## src/rtl/avl_rr_master_arbiter_pkg.sv

```systemverilog
// Shared types and default widths for the round-robin Avalon-MM master arbiter.
// Also holds the index-width helper used by the arbiter and the selector.
package avl_arb_pkg;

    localparam int AVL_ADDR_W = 3;
    localparam int AVL_DATA_W = 8;

    typedef enum logic [1:0] {
        IDLE    = 2'd0,
        ISSUE   = 2'd1,
        WAIT_RD = 2'd2,
        RESP    = 2'd3
    } arb_state_t;

    // Index width for an n-entry vector; never narrower than one bit.
    function automatic int rr_idx_w(input int n);
        return (n > 1) ? $clog2(n) : 1;
    endfunction

endpackage

```

## src/rtl/avl_rr_master_arbiter_if.sv

```systemverilog
// Requester-side and Avalon-side signal bundle of the arbiter.
// The master modport is the arbiter's view; slave is the surrounding system's view.
interface avl_arb_if
    import avl_arb_pkg::*;
#(
    parameter int N_REQ  = 2,
    parameter int ADDR_W = AVL_ADDR_W,
    parameter int DATA_W = AVL_DATA_W
) ();

    logic [N_REQ-1:0]        req;
    logic [N_REQ-1:0]        req_we;
    logic [N_REQ*ADDR_W-1:0] req_addr;
    logic [N_REQ*DATA_W-1:0] req_wdata;
    logic [N_REQ-1:0]        ack;
    logic [DATA_W-1:0]       rdata;
    logic [N_REQ-1:0]        grant;
    logic                    busy;

    logic                    avl_cs;
    logic                    avl_read;
    logic                    avl_write;
    logic                    avl_byte_en;
    logic [ADDR_W-1:0]       avl_addr;
    logic [DATA_W-1:0]       avl_writedata;
    logic [DATA_W-1:0]       avl_readdata;

    modport master (
        input  req, req_we, req_addr, req_wdata, avl_readdata,
        output ack, rdata, grant, busy,
        output avl_cs, avl_read, avl_write, avl_byte_en, avl_addr, avl_writedata
    );

    modport slave (
        output req, req_we, req_addr, req_wdata, avl_readdata,
        input  ack, rdata, grant, busy,
        input  avl_cs, avl_read, avl_write, avl_byte_en, avl_addr, avl_writedata
    );

endinterface

```

## src/rtl/avl_rr_master_arbiter_rr_pick.sv

```systemverilog
// Combinational round-robin selector: first set request after last_i, wrapping.
// Purely combinational so it can be dropped into other arbiters unchanged.
module rr_pick
    import avl_arb_pkg::*;
#(
    parameter int N_REQ = 2,
    parameter int IDX_W = rr_idx_w(N_REQ)
) (
    input  logic [N_REQ-1:0] req_i,
    input  logic [IDX_W-1:0] last_i,
    output logic [N_REQ-1:0] win_oh_o,
    output logic [IDX_W-1:0] win_idx_o,
    output logic             any_o
);

    // Walk last+1 .. last+N_REQ modulo N_REQ; the first hit wins.
    always_comb begin
        logic             found;
        logic             hit;
        logic [IDX_W-1:0] cand;
        win_oh_o  = '0;
        win_idx_o = '0;
        found     = 1'b0;
        hit       = 1'b0;
        cand      = '0;
        for (int k = 1; k <= N_REQ; k++) begin
            cand            = IDX_W'((int'(last_i) + k) % N_REQ);
            hit             = req_i[cand] & ~found;
            win_oh_o[cand]  = win_oh_o[cand] | hit;
            win_idx_o       = hit ? cand : win_idx_o;
            found           = found | hit;
        end
        any_o = found;
    end

endmodule

```

## src/rtl/avl_rr_master_arbiter.sv

```systemverilog
// Round-robin master arbiter sharing one Avalon-MM register slave between N_REQ
// requesters: one strobe per transaction, read data captured, one-cycle ACK.
module avl_rr_master_arbiter
    import avl_arb_pkg::*;
#(
    parameter int N_REQ  = 2,
    parameter int ADDR_W = AVL_ADDR_W,
    parameter int DATA_W = AVL_DATA_W
) (
    input  logic      clk,
    input  logic      rst,
    avl_arb_if.master arb_if
);

    localparam int IDX_W = rr_idx_w(N_REQ);

    logic [N_REQ-1:0]  win_oh_s;
    logic [IDX_W-1:0]  win_idx_s;
    logic              win_any_s;
    logic              start_s;

    logic [ADDR_W-1:0] req_addr_s  [N_REQ];
    logic [DATA_W-1:0] req_wdata_s [N_REQ];
    logic              cmd_we_d;
    logic [ADDR_W-1:0] cmd_addr_d;
    logic [DATA_W-1:0] cmd_wdata_d;

    arb_state_t        state_q;
    logic [IDX_W-1:0]  last_q;
    logic [IDX_W-1:0]  owner_q;
    logic              we_q;
    logic [N_REQ-1:0]  grant_q;
    logic [N_REQ-1:0]  ack_q;
    logic [DATA_W-1:0] rdata_q;
    logic              busy_q;
    logic              cs_q;
    logic              rd_q;
    logic              wr_q;
    logic              be_q;
    logic [ADDR_W-1:0] addr_q;
    logic [DATA_W-1:0] wdata_q;

    rr_pick #(
        .N_REQ (N_REQ),
        .IDX_W (IDX_W)
    ) u_pick (
        .req_i     (arb_if.req),
        .last_i    (last_q),
        .win_oh_o  (win_oh_s),
        .win_idx_o (win_idx_s),
        .any_o     (win_any_s)
    );

    // Unpack the per-requester command fields.
    always_comb begin
        for (int i = 0; i < N_REQ; i++) begin
            req_addr_s[i]  = arb_if.req_addr[i*ADDR_W +: ADDR_W];
            req_wdata_s[i] = arb_if.req_wdata[i*DATA_W +: DATA_W];
        end
    end

    // The ACK cycle is never an arbitration cycle, so a REQ still high while
    // its ACK is visible is not mistaken for a new request.
    always_comb begin
        cmd_we_d    = arb_if.req_we[win_idx_s];
        cmd_addr_d  = req_addr_s[win_idx_s];
        cmd_wdata_d = req_wdata_s[win_idx_s];
        start_s     = (state_q == IDLE) && (ack_q == '0) && win_any_s;
    end

    // Transaction FSM with all outputs registered.
    always_ff @(posedge clk or posedge rst) begin
        if (rst) begin
            state_q <= IDLE;
            last_q  <= IDX_W'(N_REQ - 1);
            owner_q <= '0;
            we_q    <= 1'b0;
            grant_q <= '0;
            ack_q   <= '0;
            rdata_q <= '0;
            busy_q  <= 1'b0;
            cs_q    <= 1'b0;
            rd_q    <= 1'b0;
            wr_q    <= 1'b0;
            be_q    <= 1'b0;
            addr_q  <= '0;
            wdata_q <= '0;
        end else begin
            ack_q <= '0;
            cs_q  <= 1'b0;
            rd_q  <= 1'b0;
            wr_q  <= 1'b0;
            be_q  <= 1'b0;
            case (state_q)
                IDLE: begin
                    if (start_s) begin
                        owner_q <= win_idx_s;
                        grant_q <= win_oh_s;
                        we_q    <= cmd_we_d;
                        busy_q  <= 1'b1;
                        cs_q    <= 1'b1;
                        be_q    <= 1'b1;
                        wr_q    <= cmd_we_d;
                        rd_q    <= ~cmd_we_d;
                        addr_q  <= cmd_addr_d;
                        wdata_q <= cmd_wdata_d;
                        state_q <= ISSUE;
                    end else begin
                        state_q <= IDLE;
                    end
                end
                ISSUE: begin
                    state_q <= we_q ? RESP : WAIT_RD;
                end
                WAIT_RD: begin
                    rdata_q <= arb_if.avl_readdata;
                    state_q <= RESP;
                end
                RESP: begin
                    ack_q   <= grant_q;
                    last_q  <= owner_q;
                    grant_q <= '0;
                    busy_q  <= 1'b0;
                    state_q <= IDLE;
                end
                default: begin
                    grant_q <= '0;
                    busy_q  <= 1'b0;
                    state_q <= IDLE;
                end
            endcase
        end
    end

    assign arb_if.ack           = ack_q;
    assign arb_if.rdata         = rdata_q;
    assign arb_if.grant         = grant_q;
    assign arb_if.busy          = busy_q;
    assign arb_if.avl_cs        = cs_q;
    assign arb_if.avl_read      = rd_q;
    assign arb_if.avl_write     = wr_q;
    assign arb_if.avl_byte_en   = be_q;
    assign arb_if.avl_addr      = addr_q;
    assign arb_if.avl_writedata = wdata_q;

endmodule

```

## src/flat_wrapper.sv

```systemverilog
// flat-port wrapper written by rule: the top's interface ports become plain ports
module avl_rr_master_arbiter_flat import avl_arb_pkg::*;
#(
    parameter int N_REQ  = 2,
    parameter int ADDR_W = AVL_ADDR_W,
    parameter int DATA_W = AVL_DATA_W
)
  (clk, rst, arb_if_req, arb_if_req_we, arb_if_req_addr, arb_if_req_wdata, arb_if_avl_readdata, arb_if_ack, arb_if_rdata, arb_if_grant, arb_if_busy, arb_if_avl_cs, arb_if_avl_read, arb_if_avl_write, arb_if_avl_byte_en, arb_if_avl_addr, arb_if_avl_writedata);
  avl_arb_if #(.N_REQ(N_REQ), .ADDR_W(ADDR_W), .DATA_W(DATA_W)) arb_if_i ();
  input  logic clk;
  input  logic rst;
  input wire logic [$bits(arb_if_i.req)-1:0] arb_if_req;
  input wire logic [$bits(arb_if_i.req_we)-1:0] arb_if_req_we;
  input wire logic [$bits(arb_if_i.req_addr)-1:0] arb_if_req_addr;
  input wire logic [$bits(arb_if_i.req_wdata)-1:0] arb_if_req_wdata;
  input wire logic [$bits(arb_if_i.avl_readdata)-1:0] arb_if_avl_readdata;
  output wire logic [$bits(arb_if_i.ack)-1:0] arb_if_ack;
  output wire logic [$bits(arb_if_i.rdata)-1:0] arb_if_rdata;
  output wire logic [$bits(arb_if_i.grant)-1:0] arb_if_grant;
  output wire logic [$bits(arb_if_i.busy)-1:0] arb_if_busy;
  output wire logic [$bits(arb_if_i.avl_cs)-1:0] arb_if_avl_cs;
  output wire logic [$bits(arb_if_i.avl_read)-1:0] arb_if_avl_read;
  output wire logic [$bits(arb_if_i.avl_write)-1:0] arb_if_avl_write;
  output wire logic [$bits(arb_if_i.avl_byte_en)-1:0] arb_if_avl_byte_en;
  output wire logic [$bits(arb_if_i.avl_addr)-1:0] arb_if_avl_addr;
  output wire logic [$bits(arb_if_i.avl_writedata)-1:0] arb_if_avl_writedata;
  assign arb_if_i.req = arb_if_req;
  assign arb_if_i.req_we = arb_if_req_we;
  assign arb_if_i.req_addr = arb_if_req_addr;
  assign arb_if_i.req_wdata = arb_if_req_wdata;
  assign arb_if_i.avl_readdata = arb_if_avl_readdata;
  assign arb_if_ack = arb_if_i.ack;
  assign arb_if_rdata = arb_if_i.rdata;
  assign arb_if_grant = arb_if_i.grant;
  assign arb_if_busy = arb_if_i.busy;
  assign arb_if_avl_cs = arb_if_i.avl_cs;
  assign arb_if_avl_read = arb_if_i.avl_read;
  assign arb_if_avl_write = arb_if_i.avl_write;
  assign arb_if_avl_byte_en = arb_if_i.avl_byte_en;
  assign arb_if_avl_addr = arb_if_i.avl_addr;
  assign arb_if_avl_writedata = arb_if_i.avl_writedata;
  avl_rr_master_arbiter #(.N_REQ(N_REQ), .ADDR_W(ADDR_W), .DATA_W(DATA_W)) u_core (.clk(clk), .rst(rst), .arb_if(arb_if_i));
endmodule
```

## config.mk

```make
export PLATFORM = sky130hd
export DESIGN_NAME = avl_rr_master_arbiter_flat
export DESIGN_NICKNAME = d
export VERILOG_FILES = /design/src/rtl/avl_rr_master_arbiter_pkg.sv /design/src/rtl/avl_rr_master_arbiter_if.sv /design/src/rtl/avl_rr_master_arbiter_rr_pick.sv /design/src/rtl/avl_rr_master_arbiter.sv /design/src/flat_wrapper.sv
export SDC_FILE = /design/constraint.sdc
export NUM_CORES = 1
export LEC_CHECK = 0
export BUFFER_PORTS_ARGS = -buffer_cell sky130_fd_sc_hd__buf_2
export CORE_ASPECT_RATIO = 1.4
export CORE_UTILIZATION = 50
export CTS_BUF_LIST = sky130_fd_sc_hd__clkbuf_8
export CTS_CLUSTER_DIAMETER = 60
export DETAILED_ROUTE_END_ITERATION = 16
export PLACE_DENSITY_LB_ADDON = 0.08
export SLEW_MARGIN = 20
export SYNTH_ARGS = -nofsm -noshare
export SYNTH_HDL_FRONTEND = slang
export SYNTH_HIERARCHICAL = 1
export SYNTH_SLANG_ARGS = --single-unit
```

## constraint.sdc

```tcl
create_clock -name clk -period 3.9 [get_ports clk]
set_clock_uncertainty 0.05 [all_clocks]
set_input_delay 0.975 -clock clk [delete_from_list [all_inputs] [get_ports clk]]
set_output_delay 0.975 -clock clk [all_outputs]
set_load 0.01 [all_outputs]
```

==> results of run 1 <==
==> cell families (layout without fill, tap and decap cells) <==
kind of cell	count (synthesis)	in the layout	share of synthesized area
and+or+nand+nor	26	26	0.0849
adders and majority gates	4	4	0.0361
buffers and inverters	13	80	0.0551
DFF	32	32	0.579
AOI/OAI and AO/OA	20	20	0.0777
muxes	22	22	0.167
==> metrics by stage <==
stage	util	hold WS, ps	setup WS (ps)	area [µm²]	cells
after floorplan	-	390	2010	1390	117
after global placement	0.657	406	1410	1720	212
after detailed placement	0.657	425	1330	1720	212
after CTS	0.692	441	1660	1810	220
after global routing	0.692	464	1520	1810	220
final	0.692	431	1650	1810	220
==> report_power, final <==
part           leakage [nW]  switching [mW]  internal [mW]  total (mW)
clock network        0.0538           0.110          0.138       0.248
logic                 0.527           0.303          0.257       0.560
registers             0.392          0.0769          0.490       0.567
==> sequential cells by signal, indices dropped and copies added, names as in the netlist, 2 cells and up <==
register	cells
u_core/state_q	2
u_core/arb_if.avl_writedata	8
u_core/arb_if.ack	2
u_core/arb_if.rdata	8
u_core/arb_if.grant	2
u_core/arb_if.avl_addr	3
==> cells in the final DEF, fill, tap and decap left out <==
master and count:
nand3_1 2, or2_1 1, mux2_2 9, clkinv_4 1, nor2_1 5, dfstp_2 1, mux2i_1 13, and2_1 3
buf_2 63, a21oi_1 2, a21boi_1 2, ha_1 4, a21boi_0 1, dfrtp_1 31, o21ai_0 8, inv_1 7
nand4bb_1 1, buf_4 3, clkbuf_8 6, o21ai_1 7, nand2_1 14
==> per-layer routing <==
| layer | vias to the layer above | share of wire |
|---|---|---|
| li1 | 522 | - |
| met1 | 473 | 0.39 |
| met2 | 46 | 0.53 |
| met3 | 5 | 0.059 |
| met4 | 0 | 0.016 |
| met5 | - | 0 |
==> final cells by class <==
type                            instances  area, µm²
Fill cell                             210        806
Sequential cell                        32        802
Multi-Input combinational cell         72        507
Timing Repair Buffer                   66        338
Clock buffer                            6       82.6
Tap cell                               36       45.0
Inverter                                6       27.5
Clock inverter                          2       7.51
==> final timing paths <==
path                                                       startpoint                                    endpoint  slack, ps
setup / recovery                                        arb_if_req[1]       u_core/arb_if.avl_addr[0]$_DFFE_PP0P_       1650
hold / removal             u_core/arb_if.avl_writedata[6]$_DFFE_PP0P_  u_core/arb_if.avl_writedata[6]$_DFFE_PP0P_        430
setup reg to reg                          u_core/state_q[1]$_DFF_PP0_  u_core/arb_if.avl_writedata[4]$_DFFE_PP0P_       1890
hold reg to reg            u_core/arb_if.avl_writedata[6]$_DFFE_PP0P_  u_core/arb_if.avl_writedata[6]$_DFFE_PP0P_        430
max in group asynchronous                                         rst                   u_core/last_q$_DFFE_PP1P_       2220
min in group asynchronous                                         rst  u_core/arb_if.avl_writedata[2]$_DFFE_PP0P_        840
==> worst max-delay path, delay by kind of cell <==
family / cells / cell delay (ps)
compound gates: 2 / 710
buf+inv: 2 / 430
mux: 1 / 220
==> results.cfg, run 1 <==
[outcome]
status = finished, final reports clean

[synth]
ys.flop_type = dfrtp_1
avgSynthCellArea_um2 = 11.8
ys_seq_elements = 32
synth_cell_types = 21
yosys_warnings = 6
synth_top_area_share = 0.560
synth_cells = 117
postSynth.asyncResetShare = 1.00
synth_edf_count = 0
synth_area_um2 = 1390
seq_area_frac_synth = 0.579
synthTopCellsByArea = dfrtp_1, mux2i_1, mux2_2
netlist_top_cells_count = dfrtp_1, nand2_1, mux2i_1
syn-num-nets = 157
yosysTopAreaCell = dfrtp_1
post-synth-top-count-cell = dfrtp_1

[global_route]
top_usage_layer = met2
grt_use_met3 = 0.0678
grt_max_degree = 25
antenna_found_initial = 0
use_met2 = 0.366
grt_pass1_wl_mm = 4.51
grt_usage = 0.211
grt_use_met1 = 0.226
grt_pass1_vias = 1070
grt.overflow.total = 0

[clock_network]
clkLatencyLatePin_ps = 280
htreeDepth = 2
clockBufferDepth = 2
cts-root-buf = clkbuf_8
ctsHoldBuffers = 0
postCtsSetupBuffers = 0
cts_tree = built
path_clk_slew_ps = 60
cts_resized = 0
cts_sinks = 32
numCtsBuffers = 5

[setup_path]
cp-start-kind = input pin
crit_arrival_ps = 2330
worst_setup_path_end_kind = register
max_stage_delay_ps = 620
r2r_cells = 6
required_ps = 3980
critical_path.cell_chain = buf_2 > a21boi_1 > buf_4 > mux2i_1 > o21ai_0
cp_max_fo = 8
critPathKind = input pin to register
slowest_stage = a21boi_1

[pwr]
power.total_mw = 1.38
p_leak_nw = 0.973
power_per_cell_area_nw_per_um2 = 760
vdd_drop_max_mv = 0.433

[floorplan]
num_rows = 22
die_width_um = 46.5
coreArea_um2 = 2620
die_h_um = 64.3
start_util = 0.530
ioPinCount = 64
die_area_um2 = 2990

[sta]
setup_violations = 0
final_hold_viol_count = 0
finalCriticalPeriod_ps = 2250
setup_tns_ps = 0
fmax_mhz = 445
worst_slew_margin_rel = 0.401
period_share = 0.577
worst_pin_slew_ps = 897
slew_viol_final = 0
rsz0062_at_grt = no

[hold_path]
holdPathStages = 2
hp-class = register to register

[finish]
layout-drive-gt1-share = 0.451
synthToLayoutAreaGrowth_pct = 30.6
num_antenna_cells = 0
nNetsFinal = 223

[place]
gp_congestion = 0.748
port_buffers = 63
dp_hpwl_mm = 2.04

[detailed_routing]
routedWlPerCell_um = 12.0
final_antenna_net_count = 0
dr.first_iter.drc_count = 36
drt_first_pass_iters = 6
wirelength_mm = 2.65
drc_errors = 0
vias = 1046
routed_via_density = 4.75

[job]
max_cap_viol_count = 0
No activity file was read; power rests on OpenSTA's default activity.
==> inputs of run 2 (changes only) <==
--- a/config.mk
+++ b/config.mk
@@ -5,9 +5,10 @@
 export SDC_FILE = /design/constraint.sdc
 export NUM_CORES = 1
 export LEC_CHECK = 0
+export ABC_AREA = 1
 export BUFFER_PORTS_ARGS = -buffer_cell sky130_fd_sc_hd__buf_2
 export CORE_ASPECT_RATIO = 1.4
-export CORE_UTILIZATION = 50
+export CORE_UTILIZATION = 48
 export CTS_BUF_LIST = sky130_fd_sc_hd__clkbuf_8
 export CTS_CLUSTER_DIAMETER = 60
 export DETAILED_ROUTE_END_ITERATION = 16
==> constraint.sdc (replaced) <==
create_clock -name clk -period 2.1 [get_ports clk]
set_clock_uncertainty 0.05 [all_clocks]
set_input_delay 0.525 -clock clk [delete_from_list [all_inputs] [get_ports clk]]
set_output_delay 0.525 -clock clk [all_outputs]
set_load 0.01 [all_outputs]
==> run 2 against run 1 <==
Clock-buffer cell count is 1 higher. Cell count rose by 22%. Hold slack worse by 160 ps. Critical endpoint is now u_core/owner_q$_DFFE_PP0P_. Largest power group is now combinational cells. Highest routed layer unchanged.
==> results.cfg, run 2 <==
[setup_path]
crit_arrival_ps = 1640
r2r_cells = 8
critical_path.cell_chain = inv_1 > ha_1 > nand2_1 > inv_2 > nand2_2 > buf_4 > nand2_1 > o21ai_0
critPathKind = register to register
cp_num_buf_inv = 3
path_delay_family = flip-flops
max_stage_delay_ps = 400
slowest_stage = dfrtp_1
crit_top_cell = nand2_1
worst_setup_path_end_kind = register
required_ps = 2200
cp_max_fo = 12
cp-start-kind = register
crit_cells = 8

[synth]
seq_area_frac_synth = 0.550
synth_area_um2 = 1460
synth_cells = 164
synth_top_area_share = 0.532
yosys_warnings = 6
postSynth.asyncResetShare = 1.00
ys.flop_type = dfrtp_1
synth_cell_types = 19
yosysTopAreaCell = dfrtp_1
syn-num-nets = 204
synthTopCellsByArea = dfrtp_1, nand2_1, mux2_2
ys_seq_elements = 32
post-synth-top-count-cell = nand2_1
synth_edf_count = 0
netlist_top_cells_count = nand2_1, dfrtp_1, inv_1
avgSynthCellArea_um2 = 8.90

[finish]
layout_commonest_cell = nand2_1
synthToLayoutAreaGrowth_pct = 30.9
nNetsFinal = 270
num_antenna_cells = 0
fillCellCount = 263
fin_util = 0.663
layout-drive-gt1-share = 0.385
layout_common_cells = nand2_1, buf_2, dfrtp_1

[sta]
setup_violations = 0
period_share = 0.732
setup_tns_ps = 0
fmax_mhz = 651
rsz0062_at_grt = no
whs_ps = 272
finalCriticalPeriod_ps = 1540
final_hold_viol_count = 0
slew_viol_final = 0
worst_slew_margin_rel = 0.715
worst_pin_slew_ps = 428

[global_route]
grt_usage = 0.214
grt_max_degree = 33
grt_pass1_wl_mm = 5.15
antenna_found_initial = 0
grt_pass1_vias = 1260
grt.overflow.total = 0

[pwr]
p_leak_nw = 1.15
power_per_cell_area_nw_per_um2 = 1440
vdd_drop_max_mv = 0.719
power.total_mw = 2.75

[floorplan]
die_width_um = 48.6
ioPinCount = 64
num_rows = 23
coreArea_um2 = 2880
die_area_um2 = 3270
die_h_um = 67.2
start_util = 0.507

[clock_network]
cts_sinks = 32
numCtsBuffers = 5
path_clk_slew_ps = 70
cts_tree = built
cts_resized = 0
postCtsSetupBuffers = 0
ctsHoldBuffers = 0
cts-root-buf = clkbuf_8
clkLatencyLatePin_ps = 280
htreeDepth = 2
clockBufferDepth = 2

[detailed_routing]
routed_via_density = 4.67
drc_errors = 0
vias = 1252
routedWlPerCell_um = 11.5
dr.first_iter.drc_count = 10
drt_first_pass_iters = 4
final_antenna_net_count = 0
wirelength_mm = 3.07

[hold_path]
hp-class = input pin to async pin

[job]
max_cap_viol_count = 0

[place]
port_buffers = 63
gp_congestion = 0.821
dp_hpwl_mm = 2.27

[outcome]
status = finished, final reports clean
run 2: cell types whose count changed in the layout (fill, tap and decap cells not counted), sizes merged, moves of 3 or more:
cell	change
a21boi	-3
and2	-3
inv	+5
mux2i	-13
nand2	+74
nor2	-3
o21ai	-13
run 2: worst paths after layout:
path / from / endpoint / slack [ps]
worst max-delay path: u_core/state_q[0]$_DFF_PP0_ / u_core/owner_q$_DFFE_PP0P_ / 560
worst min-delay path: rst / u_core/arb_if.rdata[2]$_DFFE_PP0N_ / 270
worst max register to register: u_core/state_q[0]$_DFF_PP0_ / u_core/owner_q$_DFFE_PP0P_ / 560
worst min register to register: u_core/arb_if.avl_writedata[6]$_DFFE_PP0P_ / u_core/arb_if.avl_writedata[6]$_DFFE_PP0P_ / 420
max in group asynchronous: rst / u_core/last_q$_DFFE_PP1P_ / 1400
min in group clk: u_core/arb_if.avl_writedata[6]$_DFFE_PP0P_ / u_core/arb_if.avl_writedata[6]$_DFFE_PP0P_ / 420
run 2: kinds of logic after synthesis:
group                      count (synthesis)  synth area share
AOI/OAI and AO/OA                          5            0.0171
adders and majority gates                  4            0.0343
buffers and inverters                     19            0.0720
DFF                                       32             0.550
muxes                                      8            0.0618
and+or+nand+nor                           96             0.265
run 2: metal layers:
metal,share of wire,wire (µm),GRT usage
met5,0,0,0
met4,0.0081,25,0.107
met3,0.050,154,0.0788
met2,0.55,1680,0.396
met1,0.39,1210,0.213
run 2: power breakdown:
part           internal [mW]  leakage (nW)  total, mW  switching, mW
Clock                  0.418        0.0645      0.633          0.215
Combinational          0.457         0.686       1.07          0.613
Sequential             0.899         0.397       1.04          0.144
run 2: layout make-up:
type	instances	area [µm²]	area share
multi-input combinational	113	552	0.289
clock inverter	1	30.0	0.0157
sequential	32	802	0.420
timing repair buffer	66	338	0.177
inverter	12	45.0	0.0236
clock buffer	7	96.3	0.0505
tap	37	46.3	0.0242
run 2: metrics by stage:
step                      cell area, µm²  setup slack, ps  instances
after floorplan                     1460              715        164
after global placement              1780              469        260
after detailed placement            1780              425        260
after CTS                           1910              536        268
after global routing                1910              423        268
final                               1910              563        268
run 2: worst register-to-register path, cell delays in order (launching register included):
cell     delay (ps)
dfrtp_1         400
inv_1            90
ha_1            210
nand2_1          80
inv_2            70
nand2_2         160
buf_4           230
nand2_1          60
o21ai_0          70
==> inputs of run 3 (changes only) <==
--- a/config.mk
+++ b/config.mk
@@ -5,7 +5,7 @@
 export SDC_FILE = /design/constraint.sdc
 export NUM_CORES = 1
 export LEC_CHECK = 0
-export ABC_AREA = 1
+export ABC_AREA = 0
 export BUFFER_PORTS_ARGS = -buffer_cell sky130_fd_sc_hd__buf_2
 export CORE_ASPECT_RATIO = 1.4
 export CORE_UTILIZATION = 48
==> constraint.sdc (replaced) <==
create_clock -name clk -period 1.5 [get_ports clk]
set_clock_uncertainty 0.05 [all_clocks]
set_input_delay 0.375 -clock clk [delete_from_list [all_inputs] [get_ports clk]]
set_output_delay 0.375 -clock clk [all_outputs]
set_load 0.01 [all_outputs]
==> run 3 against run 2 <==
Critical path depth is 5 lower. Sequential power is 42% higher. Sequential cell count stayed put. Combinational power is 55% higher. Global-route usage is 3.5 points lower. Critical path type unchanged. Highest routed layer unchanged.
==> results.cfg, run 3 (same netlist as run 1, synthesis figures left out) <==
[sta]
worst_slew_margin_rel = 0.738
setup_tns_ps = 0
fmax_mhz = 690
rsz0062_at_grt = no
setup_violations = 0
finalCriticalPeriod_ps = 1450
worst_pin_slew_ps = 393
final_hold_viol_count = 0
period_share = 0.966
slew_viol_final = 0

[clock_network]
cts_tree = built
clkLatencyLatePin_ps = 270
numCtsBuffers = 5
path_clk_slew_ps = 60
clockBufferDepth = 2
ctsHoldBuffers = 0
cts-root-buf = clkbuf_8
htreeDepth = 2
cts_sinks = 32

[outcome]
status = finished, final reports clean

[pwr]
power_per_cell_area_nw_per_um2 = 1970
vdd_drop_max_mv = 1.17
p_leak_nw = 1.01

[finish]
final_area_um2 = 1900
post_layout_nonfiller_instances = 227
num_antenna_cells = 0
layout_common_cells = buf_2, dfrtp_1, nand2_1
fillCellCount = 214
layout_commonest_cell = buf_2
layout-drive-gt1-share = 0.492
synthToLayoutAreaGrowth_pct = 37.0
nNetsFinal = 231

[place]
port_buffers = 63
dp_hpwl_mm = 1.98
place_area_um2 = 1790
dpl.cell_count = 218
gp_congestion = 0.775

[floorplan]
die_area_um2 = 3110
ioPinCount = 64
num_rows = 22
die_h_um = 65.6
coreArea_um2 = 2670
start_util = 0.519
die_width_um = 47.4

[setup_path]
r2r_end = u_core/arb_if.rdata[2]$_DFFE_PP0N_
slowest_stage = dfrtp_1
critPathKind = register to register
cp_max_fo = 9
crit_start = u_core/state_q[0]$_DFF_PP0_
max_stage_delay_ps = 410
crit_arrival_ps = 1550
r2r-start = u_core/state_q[0]$_DFF_PP0_
required_ps = 1600
worst_setup_path_end_kind = register
timing.critical_path.to = u_core/arb_if.rdata[2]$_DFFE_PP0N_
cp-start-kind = register
r2r_cells = 3
r2r_slack_ps = 50
critical_path.cell_chain = inv_2 > ha_1 > mux2_2

[global_route]
grt_usage = 0.180
antenna_found_initial = 0
grt_pass1_wl_mm = 4.02
grt_max_degree = 33
grt.overflow.total = 0
grt_pass1_vias = 1006

[detailed_routing]
final_antenna_net_count = 0
drc_errors = 0
vias = 1099
drt_first_pass_iters = 4
wirelength_mm = 2.66
dr.first_iter.drc_count = 28
routedWlPerCell_um = 11.7
routed_via_density = 4.84

[job]
max_cap_viol_count = 0

[hold_path]
hp-class = input pin to async pin
[run 3: area by class of cell]
| type | count | area (µm²) | area share |
|---|---|---|---|
| well taps | 36 | 45.0 | 0.0237 |
| repair buffers | 74 | 427 | 0.225 |
| clock inverters | 2 | 8.76 | 0.00461 |
| inverters | 6 | 27.5 | 0.0145 |
| clock buffers | 5 | 68.8 | 0.0363 |
| multi-input cells | 72 | 519 | 0.274 |
| flip-flops and latches | 32 | 802 | 0.423 |
[run 3: critical path, delay by kind of cell, from the launching register on]
kind	cells	cell delay [ps]
buf+inv	1	90
mux	1	390
flops	1	410
fa+ha+maj	1	400
[run 3: power by group]
part | internal [mW] | leakage (nW) | switching, mW
Combinational | 0.824 | 0.575 | 0.838
Sequential | 1.27 | 0.392 | 0.204
Clock | 0.308 | 0.0452 | 0.283
[run 3: timing repair]
action                     4_1_cts  5_1_grt
resized for setup                0        5
setup buffers                    0        2
setup endpoints to repair        0        3
[run 3: worst min path at each step]
stage                               start                                    endpoint  slack [ps]
3_5_place_dp                          rst          u_core/arb_if.rdata[0]$_DFFE_PP0N_         380
6_report                              rst          u_core/arb_if.rdata[3]$_DFFE_PP0N_          80
5_1_grt                               rst  u_core/arb_if.avl_writedata[0]$_DFFE_PP0P_         110
2_1_floorplan  u_core/owner_q$_DFFE_PP0P_                  u_core/owner_q$_DFFE_PP0P_         390
3_3_place_gp                          rst          u_core/arb_if.rdata[2]$_DFFE_PP0N_         370
4_1_cts                               rst          u_core/arb_if.rdata[3]$_DFFE_PP0N_          80
[run 3: per-layer routing]
layer / part of all wire / GRT usage
met5: 0 / 0
met4: 0.0045 / 0.0643
met3: 0.051 / 0.0412
met2: 0.53 / 0.313
met1: 0.41 / 0.202
[run 3: per-stage QoR]
step	hold WS [ps]	power (mW)	setup slack, ps	utilization
finish	81.2	3.73	50.8	0.711
global route	107	4.01	10.3	0.711
CTS	84.6	3.69	28.4	0.699
detailed placement	382	3.09	38.8	0.670
global placement	375	3.01	47.5	0.670
floorplan	390	2.46	118	-
